[src/rtl/qpsk_pkg.sv]
// Shared QPSK definitions for the modulator and demodulator.
// Provides the symbol type, Gray-coded symbol constants, the sample width,
// the I/Q payload struct and the symbol-to-constellation mapping function.
package qpsk_pkg;

  localparam int unsigned QPSK_W = 5;

  typedef logic [1:0] qpsk_sym_t;

  localparam qpsk_sym_t SYM_00 = 2'b00;
  localparam qpsk_sym_t SYM_01 = 2'b01;
  localparam qpsk_sym_t SYM_11 = 2'b11;
  localparam qpsk_sym_t SYM_10 = 2'b10;

  typedef logic signed [QPSK_W-1:0] qpsk_smp_t;

  typedef struct packed {
    qpsk_smp_t i;
    qpsk_smp_t q;
  } qpsk_iq_t;

  typedef enum logic {
    ST_IDLE = 1'b0,
    ST_TX   = 1'b1
  } qpsk_mod_state_t;

  // bit0 picks the I sign, bit1 the Q sign; exact inverse of the sign-bit slicer
  function automatic qpsk_iq_t qpsk_map(input qpsk_sym_t sym, input qpsk_smp_t amp);
    qpsk_iq_t iq;
    iq.i = sym[0] ? -amp : amp;
    iq.q = sym[1] ? -amp : amp;
    return iq;
  endfunction

endpackage

[src/rtl/qpsk_sym_mapper.sv]
// Combinational QPSK symbol-to-I/Q mapper.
// Ports:
//   sym  - 2-bit Gray-coded symbol
//   iq_c - signed I/Q constellation point (combinational)
module qpsk_sym_mapper
  import qpsk_pkg::*;
#(
  parameter int unsigned AMP = 11
) (
  input  qpsk_sym_t sym,
  output qpsk_iq_t  iq_c
);

  localparam qpsk_smp_t AMP_S = QPSK_W'(AMP);

  assign iq_c = qpsk_map(sym, AMP_S);

endmodule

[src/rtl/qpsk_mod.sv]
// Gray-coded QPSK modulator with a one-symbol holding register.
// Each accepted symbol is emitted as SPS identical signed I/Q samples.
// Ports:
//   clk, rst_n          - sample clock, async active-low reset
//   en                  - transmit enable, honoured at symbol boundaries
//   sym_in/sym_valid    - upstream symbol and its valid
//   sym_ready           - holding register can take sym_in this cycle
//   i_out/q_out         - registered signed samples
//   out_valid           - samples carry a symbol
//   sym_start           - first sample of a symbol
//   underrun            - symbol ended while enabled with nothing queued
module qpsk_mod
  import qpsk_pkg::*;
#(
  parameter int unsigned AMP = 11,
  parameter int unsigned SPS = 4
) (
  input  logic                     clk,
  input  logic                     rst_n,
  input  logic                     en,
  input  qpsk_sym_t                sym_in,
  input  logic                     sym_valid,
  output logic                     sym_ready,
  output logic signed [QPSK_W-1:0] i_out,
  output logic signed [QPSK_W-1:0] q_out,
  output logic                     out_valid,
  output logic                     sym_start,
  output logic                     underrun
);

  localparam int unsigned    CNT_W    = (SPS > 1) ? $clog2(SPS) : 1;
  localparam logic [CNT_W-1:0] CNT_LAST = CNT_W'(SPS - 1);

  qpsk_mod_state_t state_q, state_d;

  logic [CNT_W-1:0] cnt_q, cnt_d;
  qpsk_sym_t        pend_q;
  logic             pend_vld_q;

  logic             boundary;
  logic             load;
  logic             accept;

  qpsk_iq_t                 map_iq;
  logic signed [QPSK_W-1:0] i_d, q_d;
  logic                     valid_d, start_d, urun_d;

  qpsk_sym_mapper #(
    .AMP (AMP)
  ) u_mapper (
    .sym  (pend_q),
    .iq_c (map_iq)
  );

  assign boundary = (cnt_q == CNT_LAST);

  // load may coincide with accept, which is what gives SPS=1 full throughput
  assign sym_ready = !pend_vld_q || load;
  assign accept    = sym_valid && sym_ready;

  // State register
  always_ff @(posedge clk or negedge rst_n) begin
    if (!rst_n) begin
      state_q <= ST_IDLE;
    end else begin
      state_q <= state_d;
    end
  end

  // Next state and the pend-to-current transfer strobe
  always_comb begin
    state_d = state_q;
    load    = 1'b0;
    case (state_q)
      ST_IDLE: begin
        if (pend_vld_q && en) begin
          load    = 1'b1;
          state_d = ST_TX;
        end
      end
      ST_TX: begin
        if (boundary) begin
          if (en && pend_vld_q) begin
            load = 1'b1;
          end else begin
            state_d = ST_IDLE;
          end
        end
      end
    endcase
  end

  // Next values of the registered outputs and sample counter
  always_comb begin
    i_d     = '0;
    q_d     = '0;
    valid_d = 1'b0;
    start_d = 1'b0;
    urun_d  = 1'b0;
    cnt_d   = cnt_q;
    case (state_q)
      ST_IDLE: begin
        if (load) begin
          i_d     = map_iq.i;
          q_d     = map_iq.q;
          valid_d = 1'b1;
          start_d = 1'b1;
          cnt_d   = '0;
        end
      end
      ST_TX: begin
        if (!boundary) begin
          i_d     = i_out;
          q_d     = q_out;
          valid_d = 1'b1;
          cnt_d   = CNT_W'(cnt_q + 1'b1);
        end else if (load) begin
          i_d     = map_iq.i;
          q_d     = map_iq.q;
          valid_d = 1'b1;
          start_d = 1'b1;
          cnt_d   = '0;
        end else begin
          // disabled stop is intentional; only an enabled stop is an underrun
          urun_d = en;
          cnt_d  = '0;
        end
      end
    endcase
  end

  // Output, counter and holding register
  always_ff @(posedge clk or negedge rst_n) begin
    if (!rst_n) begin
      i_out      <= '0;
      q_out      <= '0;
      out_valid  <= 1'b0;
      sym_start  <= 1'b0;
      underrun   <= 1'b0;
      cnt_q      <= '0;
      pend_q     <= SYM_00;
      pend_vld_q <= 1'b0;
    end else begin
      i_out     <= i_d;
      q_out     <= q_d;
      out_valid <= valid_d;
      sym_start <= start_d;
      underrun  <= urun_d;
      cnt_q     <= cnt_d;
      if (accept) begin
        pend_q     <= sym_in;
        pend_vld_q <= 1'b1;
      end else if (load) begin
        pend_vld_q <= 1'b0;
      end
    end
  end

endmodule

[config.mk]
export PLATFORM = sky130hd
export DESIGN_NAME = qpsk_mod
export DESIGN_NICKNAME = d
export VERILOG_FILES = /design/src/rtl/qpsk_pkg.sv /design/src/rtl/qpsk_sym_mapper.sv /design/src/rtl/qpsk_mod.sv
export SDC_FILE = /design/constraint.sdc
export NUM_CORES = 1
export LEC_CHECK = 0
export BUFFER_PORTS_ARGS = -buffer_cell sky130_fd_sc_hd__clkbuf_2
export CORE_UTILIZATION = 25
export CTS_BUF_LIST = sky130_fd_sc_hd__clkbuf_16
export CTS_CLUSTER_SIZE = 12
export DETAILED_ROUTE_END_ITERATION = 10
export HOLD_SLACK_MARGIN = 0.05
export PLACE_DENSITY_LB_ADDON = 0.05
export SLEW_MARGIN = 20
export SYNTH_ARGS = -nofsm -noshare
export SYNTH_HDL_FRONTEND = slang
export SYNTH_SLANG_ARGS = --single-unit
[constraint.sdc]
create_clock -name clk -period 2.2 [get_ports clk]
set_clock_uncertainty 0.2 [all_clocks]
set_input_delay 0.44 -clock clk [delete_from_list [all_inputs] [get_ports clk]]
set_output_delay 0.44 -clock clk [all_outputs]
set_load 0.01 [all_outputs]
==> results_dict.tcl, run 1 <==
set metrics [dict create \
    cpPeakStageDelay_ps 400 \
    slew_headroom_pct 76.91 \
    cts_made_buffers 3 \
    max_freq_mhz 480.3 \
    num_io_pins 20 \
    syn_nets 63 \
    dieWidth_um 52.03 \
    met1_length_um 559 \
    cts_root_buffer "clkbuf_16" \
    power_mw 1.237 \
    fillCellCount 233 \
    hold_path_class "input port to flip-flop" \
    rows 17 \
    critical_path_arrival_ps 1440 \
    ys_ff_latch 14 \
    clk_pin_slew_ps 50 \
    top_layer "met4" \
    grt_usage_pct 10.24 \
    wl_per_cell_um 11.37 \
    worstPathRequired_ps 1560 \
    pre_cts_ws_ps 359.1 \
    num_vias 444 \
    synthCells 55 \
    core-area_um2 2276 \
    met2_wirelength_um 527 \
    die_area_um2 2707 \
    cts.sinks 14 \
    syn_to_final_growth_pct 28.40 \
    layout_commonest_cell "clkbuf_2" \
    first_pass_iters 4 \
    timing.final.crit_period_ps 2082 \
    vdd_ir_drop_max_uv 583.6 \
    cp_num_buf_inv 1 \
    die_y_um 52.03 \
    cts_repair_resize_count 0 \
    setup_viol 0 \
    hold_viol_final 0 \
    power.density_nw_per_um2 1540 \
    startpoint_type "flip-flop" \
    cts_tree "built" \
    crit_type "flip-flop to primary output" \
    diodes 0 \
    crit_chain "ha_1, and2b_1, o21ai_0, clkbuf_2" \
    worstPathMaxFanout 6 \
    yosysSeqAreaShare_pct 56.00 \
    htree_levels 1 \
    synth_edf_count 0 \
    viasPerCell 4.353 \
    yosys.area.top_type "dfrtp_1" \
    finalSetupTns_ps 0 \
    synth_area_um2 625.6 \
    routed_wl_um 1160 \
    hpwlAfterDp_um 908.7 \
    critPathSlowestCell "dfrtp_1" \
    finalCritPeriodShare_pct 94.63 \
    worstMarginPinSlew_ps 346.4 \
    cp-end-kind "primary output" \
    yosys_warnings 0 \
    fin_cells 102 \
    clkLatencyLatePin_ps 240 \
    grt_pass1_wl_um 1897 \
    synth_async_sr_flop_share_pct 100.0 \
    yosysUniqueCellTypes 18 \
    grt_max_degree 15 \
    drive_above_1_share_pct 39.19 \
    route.met3.wl_um 65 \
    postRouteAntennaNets 0 \
    start_util_pct 27.49 \
    rsz0062_at_grt "false" \
    outcome "finished, final reports clean" \
    crit_family "flip-flops" \
    synthFlopType "dfrtp_1" \
    final_cell_mix "clkbuf_2, dfrtp_1, nand2_1" \
    setup_slack_ps 118.1 \
    nNetsFinal 83 \
    placement.io_buffers 19 \
    finalWeightedCongestion 0.6374 \
    overflow 0 \
    yosysTopAreaCellShare_pct 56.00 \
    route.detailed.drc 0 \
    placedCellCount 97 \
    postSynthAreaPerCell_um2 11.37 \
    p_leak_nw 0.4209 \
    dr.first_iter.drc_count 8 \
    max-cap-violations 0 \
    slew_violations 0 \
    grt_pass1_vias 421 \
    antenna_found_initial 0 \
    post_cts_buffers 0 \
    clock_path_buffers 2 \
    synthTopCellsByArea "dfrtp_1, nand2_1, buf_4, mux2_4, ha_1" \
]
==> per-stage QoR <==
stage / instance area, um2 / util, % / hold slack (ps)
floorplan: 625.6 / - / -55.59
global placement: 714.4 / 31.39 / 174.6
detailed placement: 714.4 / 31.39 / 166.5
CTS: 803.3 / 35.29 / 229.7
global route: 803.3 / 35.29 / 231.7
finish: 803.3 / 35.29 / 229.5
==> cell type report <==
class                      instances  area [um2]  area share, %
tap                               28       35.03          4.361
timing repair buffer              21       112.6          14.02
clock inverter                     1       3.754         0.4673
inverter                           3       11.26          1.402
clock buffer                       3       75.07          9.346
sequential                        14       350.3          43.61
multi-input combinational         32       215.2          26.79
==> cell families (layout without fill, tap and decap cells) <==
logic type / count (synthesis) / count (layout) / synth area share, %
AOI/OAI and AO/OA: 11 / 11 / 14.00
adders and majority gates: 2 / 2 / 3.999
buffers and inverters: 9 / 28 / 9.600
DFF: 14 / 14 / 56.00
muxes: 2 / 2 / 4.800
and+or+nand+nor: 17 / 17 / 11.60
==> per-layer routing <==
| metal | track usage [%] | vias up |
|---|---|---|
| met5 | 0 | - |
| met4 | 5.405 | 0 |
| met3 | 4.386 | 2 |
| met2 | 14.74 | 12 |
| met1 | 12.75 | 211 |
| li1 | - | 219 |
==> synth_stat cells (2+ instances only) <==
master and count:
ha_1 2, o21ai_0 4, a21o_2 2, dfrtp_1 14, buf_4 5, nand2_1 13, inv_1 3, mux2_4 2
==> what timing repair did <==
item,4_1_cts,5_1_grt
hold buffers,1,0
setup endpoints to repair,0,0
endpoints found under the hold margin,14,0
==> path summary, 6_finish.rpt <==
path / depth (start not counted) / slack, ps / startpoint / end
setup / recovery: 4 / 120 / cnt_q[0]$_DFFE_PN0P_ / sym_ready
hold / removal: 2 / 230 / sym_in[0] / pend_q[0]$_DFFE_PN0P_
setup reg to reg: 5 / 380 / cnt_q[0]$_DFFE_PN0P_ / pend_q[1]$_DFFE_PN0P_
hold reg to reg: 2 / 300 / i_out[3]$_DFFE_PN0P_ / i_out[3]$_DFFE_PN0P_
max in group asynchronous: 2 / 1110 / rst_n / q_out[2]$_DFFE_PN0P_
min in group asynchronous: 2 / 440 / rst_n / cnt_q[1]$_DFFE_PN0P_
==> flip-flops by register name, summed over array words and instances (netlist names) <==
name,flops
sym_start,1
out_valid,1
cnt_q,2
underrun,1
pend_vld_q,1
q_out,2
pend_q,2
i_out,3
state_q,1
==> where the power goes <==
group	leakage (nW)	internal [mW]	switching, mW
combinational	0.209	0.215	0.223
clock	0.0385	0.240	0.0988
sequential	0.173	0.366	0.0947
total	0.421	0.821	0.417
Note: power is estimated with default switching activity, not from simulation.
==> inputs of run 2 (changes only) <==
Settings changed: CORE_UTILIZATION 25 to 47.
==> run 2 against run 1 <==
Against the previous run: combinational power is 2% higher; fmax grew 2.3%; count of clock-buffer cells in the layout unchanged; final area down 2.2%; critical path type unchanged; cell count decreased by 14%; highest routed layer unchanged; hold slack better by 2.2 ps; global-route usage up 8.5 points; critical path depth unchanged; register-to-register slack better by 120 ps; first-iteration DRC count shrank 50%; power is essentially flat; setup slack better by 46 ps.
==> results_dict.tcl, run 2 (synthesis results as in run 1) <==
set metrics [dict create \
    outcome "finished, final reports clean" \
    seq_area_um2 350.3 \
    antenna_found_initial 0 \
    slew_violations 0 \
    startpoint_type "flip-flop" \
    worstPathRequired_ps 1560 \
    whs_ps 231.8 \
    rows 12 \
    worstPathMaxFanout 4 \
    fillCellCount 93 \
    finalSetupTns_ps 0 \
    cpPeakStageDelay_ps 410 \
    overflow 0 \
    fin_util_pct 67.09 \
    largest_register_ffs 3 \
    rsz0062_at_grt "false" \
    cts_made_buffers 3 \
    die_y_um 38.49 \
    hpwlAfterDp_um 774.3 \
    clk_pin_slew_ps 50 \
    timing.final.crit_period_ps 2036 \
    final_cell_mix "clkbuf_2, dfrtp_1, nand2_1" \
    slew_headroom_pct 76.93 \
    cts_root_buffer "clkbuf_16" \
    first_pass_iters 4 \
    syn_to_final_growth_pct 25.60 \
    htree_levels 1 \
    dr.first_iter.drc_count 4 \
    setup_viol 0 \
    pre_cts_ws_ps 440.7 \
    clkLatencyLatePin_ps 240 \
    hold_path_class "input port to flip-flop" \
    core-area_um2 1171 \
    crit_type "flip-flop to primary output" \
    placedCellCount 83 \
    num_vias 428 \
    viasPerCell 4.864 \
    wl_per_cell_um 12.03 \
    max_freq_mhz 491.2 \
    die_area_um2 1481 \
    cp-end-kind "primary output" \
    route.detailed.drc 0 \
    grt_pass1_wl_um 1828 \
    diodes 0 \
    hold_viol_final 0 \
    grt_max_degree 15 \
    num_io_pins 20 \
    cts_tree "built" \
    routed_wl_um 1059 \
    drive_above_1_share_pct 39.19 \
    finalCritPeriodShare_pct 92.53 \
    nNetsFinal 83 \
    layout_commonest_cell "clkbuf_2" \
    grt_pass1_vias 408 \
    crit_chain "ha_1, and2b_1, o21ai_0, clkbuf_2" \
    start_util_pct 53.42 \
    power.density_nw_per_um2 1573 \
    dieWidth_um 38.49 \
    setup_slack_ps 164.3 \
    grt_usage_pct 18.72 \
    critical_path_arrival_ps 1400 \
    clock_path_buffers 2 \
    placement.io_buffers 19 \
    multi_input_area_um2 215.2 \
    vdd_ir_drop_max_uv 769.8 \
    max-cap-violations 0 \
    critPathSlowestCell "dfrtp_1" \
    regMostFlops "i_out" \
    finalWeightedCongestion 0.8632 \
    cts.sinks 14 \
    worstMarginPinSlew_ps 346.0 \
    postRouteAntennaNets 0 \
    p_leak_nw 0.4209 \
    cp_num_buf_inv 1 \
    crit_family "flip-flops" \
    fin_cells 88 \
    post_cts_buffers 0 \
]
-- run 2: cell counts in the layout (fill, tap and decap cells not counted) --
Identical to the previous run, type by type.
-- run 2: final timing paths --
kind	startpoint	end	slack, ps	depth (start not counted)
max	cnt_q[0]$_DFFE_PN0P_	sym_ready	160	4
min reg2reg	i_out[0]$_DFFE_PN0P_	i_out[0]$_DFFE_PN0P_	290	2
min	sym_in[0]	pend_q[0]$_DFFE_PN0P_	230	2
min in group asynchronous	rst_n	i_out[3]$_DFFE_PN0P_	440	2
max in group asynchronous	rst_n	cnt_q[0]$_DFFE_PN0P_	1110	2
max reg2reg	cnt_q[0]$_DFFE_PN0P_	q_out[2]$_DFFE_PN0P_	500	5
-- run 2: cell type report --
cell class,count,area share (%)
flip-flops and latches,14,44.59
clock buffers,3,9.554
well taps,14,2.229
repair buffers,21,14.33
clock inverters,1,0.4777
multi-input cells,32,27.39
inverters,3,1.433
-- run 2: timing repair --
| item | CTS | global route |
|---|---|---|
| gates resized for setup | 0 | 0 |
| hold buffers | 1 | 0 |
| hold endpoints to repair | 14 | 0 |
-- run 2: worst reg2reg max path, cell delays in order, from the launching register on --
cell and delay (ps):
dfrtp_1 410, ha_1 240, and2b_1 280, buf_4 180
nor2_1 80, a22o_2 210
-- run 2: power by group --
part,switching (mW),internal [mW]
sequential,0.0912,0.366
combinational,0.229,0.217
clock,0.0944,0.239
total,0.414,0.822
-- run 2: metal layers --
layer | wire length (um) | GRT usage, % | vias up
met3 | 44 | 5.233 | 2
met4 | 4 | 7.759 | 0
met2 | 457 | 26.67 | 16
met1 | 552 | 26.52 | 196
li1 | - | - | 214
met5 | 0 | 0 | -
-- run 2: metrics by stage --
step	instance area (um2)	total power, mW
after detailed placement	696.9	0.9050
after global placement	696.9	0.8955
after floorplan	625.6	0.7965
after global routing	785.8	1.326
after CTS	785.8	1.250
final	785.8	1.236
==> inputs of run 3 (changes only) <==
Settings changed: REMOVE_ABC_BUFFERS set to 1.
==> run 3 against run 2 <==
Against the previous run: sequential power is essentially flat; clock power decreased by 1%; critical path type unchanged; sequential cell count unchanged; combinational power shrank 2%; setup slack better by 59 ps; via count shrank 0.23%; sequential share of layout area increased by 0.21 points; largest power group unchanged; final area decreased by 0.48%; count of clock-buffer cells in the layout did not move.
==> results_dict.tcl, run 3 (synthesis results as in run 1) <==
set metrics [dict create \
    outcome "finished, final reports clean" \
    postRouteAntennaNets 0 \
    rows 12 \
    dieWidth_um 38.49 \
    hpwlAfterDp_um 741 \
    regMostFlops "i_out" \
    cp_num_buf_inv 1 \
    cp-end-kind "primary output" \
    viasPerCell 4.908 \
    cts.sinks 14 \
    die_area_um2 1481 \
    hold_viol_final 0 \
    drive_above_1_share_pct 39.73 \
    grt_max_degree 15 \
    worstPathMaxFanout 4 \
    r2r_end "pend_q[0]$_DFFE_PN0P_" \
    largest_register_ffs 3 \
    rsz0062_at_grt "false" \
    crit_family "flip-flops" \
    post_dp_cell_area_um2 696.9 \
    layout_commonest_cell "clkbuf_2" \
    final_cell_mix "clkbuf_2, dfrtp_1, nand2_1" \
    num_io_pins 20 \
    critPathSlowestCell "dfrtp_1" \
    power.density_nw_per_um2 1562 \
    setup_viol 0 \
    wl_per_cell_um 11.31 \
    cts_root_buffer "clkbuf_16" \
    r2r_slack_ps 470 \
    start_util_pct 53.42 \
    antenna_found_initial 0 \
    diodes 0 \
    crit_chain "ha_1, and2b_1, o21ai_0, clkbuf_2" \
    slew_violations 0 \
    nNetsFinal 83 \
    dr.first_iter.drc_count 6 \
    syn_to_final_growth_pct 25.00 \
    timing.final.crit_period_ps 1977 \
    p_leak_nw 0.4193 \
    cts_made_buffers 3 \
    first_pass_iters 2 \
    finalSetupTns_ps 0 \
    vdd_ir_drop_max_uv 843.3 \
    holdPathEnd "pend_q[0]$_DFFE_PN0P_" \
    grt_usage_pct 17.59 \
    grt_pass1_wl_um 1642 \
    worstMarginPinSlew_ps 333.8 \
    power_mw 1.221 \
    crit_type "flip-flop to primary output" \
    hp-start "sym_in[0]" \
    cpPeakStageDelay_ps 380 \
    num_vias 427 \
    grt_pass1_vias 353 \
    whs_ps 232.5 \
    clkLatencyLatePin_ps 240 \
    routed_wl_um 984 \
    overflow 0 \
    startpoint_type "flip-flop" \
    fin_util_pct 66.77 \
    clk_pin_slew_ps 40 \
    cts_tree "built" \
    finalCritPeriodShare_pct 89.87 \
    max-cap-violations 0 \
    clock_path_buffers 2 \
    critical_path_arrival_ps 1340 \
    worstPathRequired_ps 1560 \
    finalWeightedCongestion 0.8042 \
    htree_levels 1 \
    hold_path_class "input port to flip-flop" \
    max_freq_mhz 505.8 \
    route.detailed.drc 0 \
    placement.io_buffers 19 \
    hold_depth 2 \
    rr_worst_depth 5 \
    core-area_um2 1171 \
    die_y_um 38.49 \
    final_area_um2 782.0 \
    slew_headroom_pct 77.75 \
    regToRegStartpoint "cnt_q[0]$_DFFE_PN0P_" \
]
run 3: worst max path at each step:
stage                         startpoint        end  slack [ps]  cells after the start
floorplan           cnt_q[0]$_DFFE_PN0P_  sym_ready         420                      3
global placement    cnt_q[0]$_DFFE_PN0P_  sym_ready         480                      4
detailed placement  cnt_q[0]$_DFFE_PN0P_  sym_ready         460                      4
CTS                 cnt_q[0]$_DFFE_PN0P_  sym_ready         200                      4
global route        cnt_q[0]$_DFFE_PN0P_  sym_ready          90                      4
finish              cnt_q[0]$_DFFE_PN0P_  sym_ready         220                      4
run 3: stage by stage:
step / setup slack (ps) / instances
2_1_floorplan: 422.9 / 49
3_3_place_gp: 483.3 / 83
3_5_place_dp: 457.5 / 83
4_1_cts: 195.6 / 87
5_1_grt: 86.89 / 87
6_report: 222.8 / 87
run 3: layout make-up:
type / instances / area (um2)
multi-input combinational: 32 / 215.2
tap: 14 / 17.52
sequential: 14 / 350.3
inverter: 3 / 11.26
clock buffer: 3 / 75.07
fill: 95 / 389.1
timing repair buffer: 21 / 112.6
run 3: routing by layer:
metal  part of all wire (%)  up-vias  routed length, um  global-route usage [%]
met5                      0        -                  0                       0
met4                    1.1        0                 11                   7.759
met3                    6.8        2                 67                   8.721
met2                     42       14                411                   23.75
met1                     50      193                494                   23.40
li1                       -      218                  -                       -
run 3: where the power goes:
| group | switching [mW] | internal, mW |
|---|---|---|
| sequential | 0.0920 | 0.366 |
| combinational | 0.220 | 0.215 |
| clock | 0.0920 | 0.237 |
| total | 0.404 | 0.818 |
run 3: repair_timing:
action / CTS / global route
buffers inserted: 0 / 0
hold buffers: 1 / 0
gates resized for setup: 0 / 0
hold endpoints to repair: 14 / 0
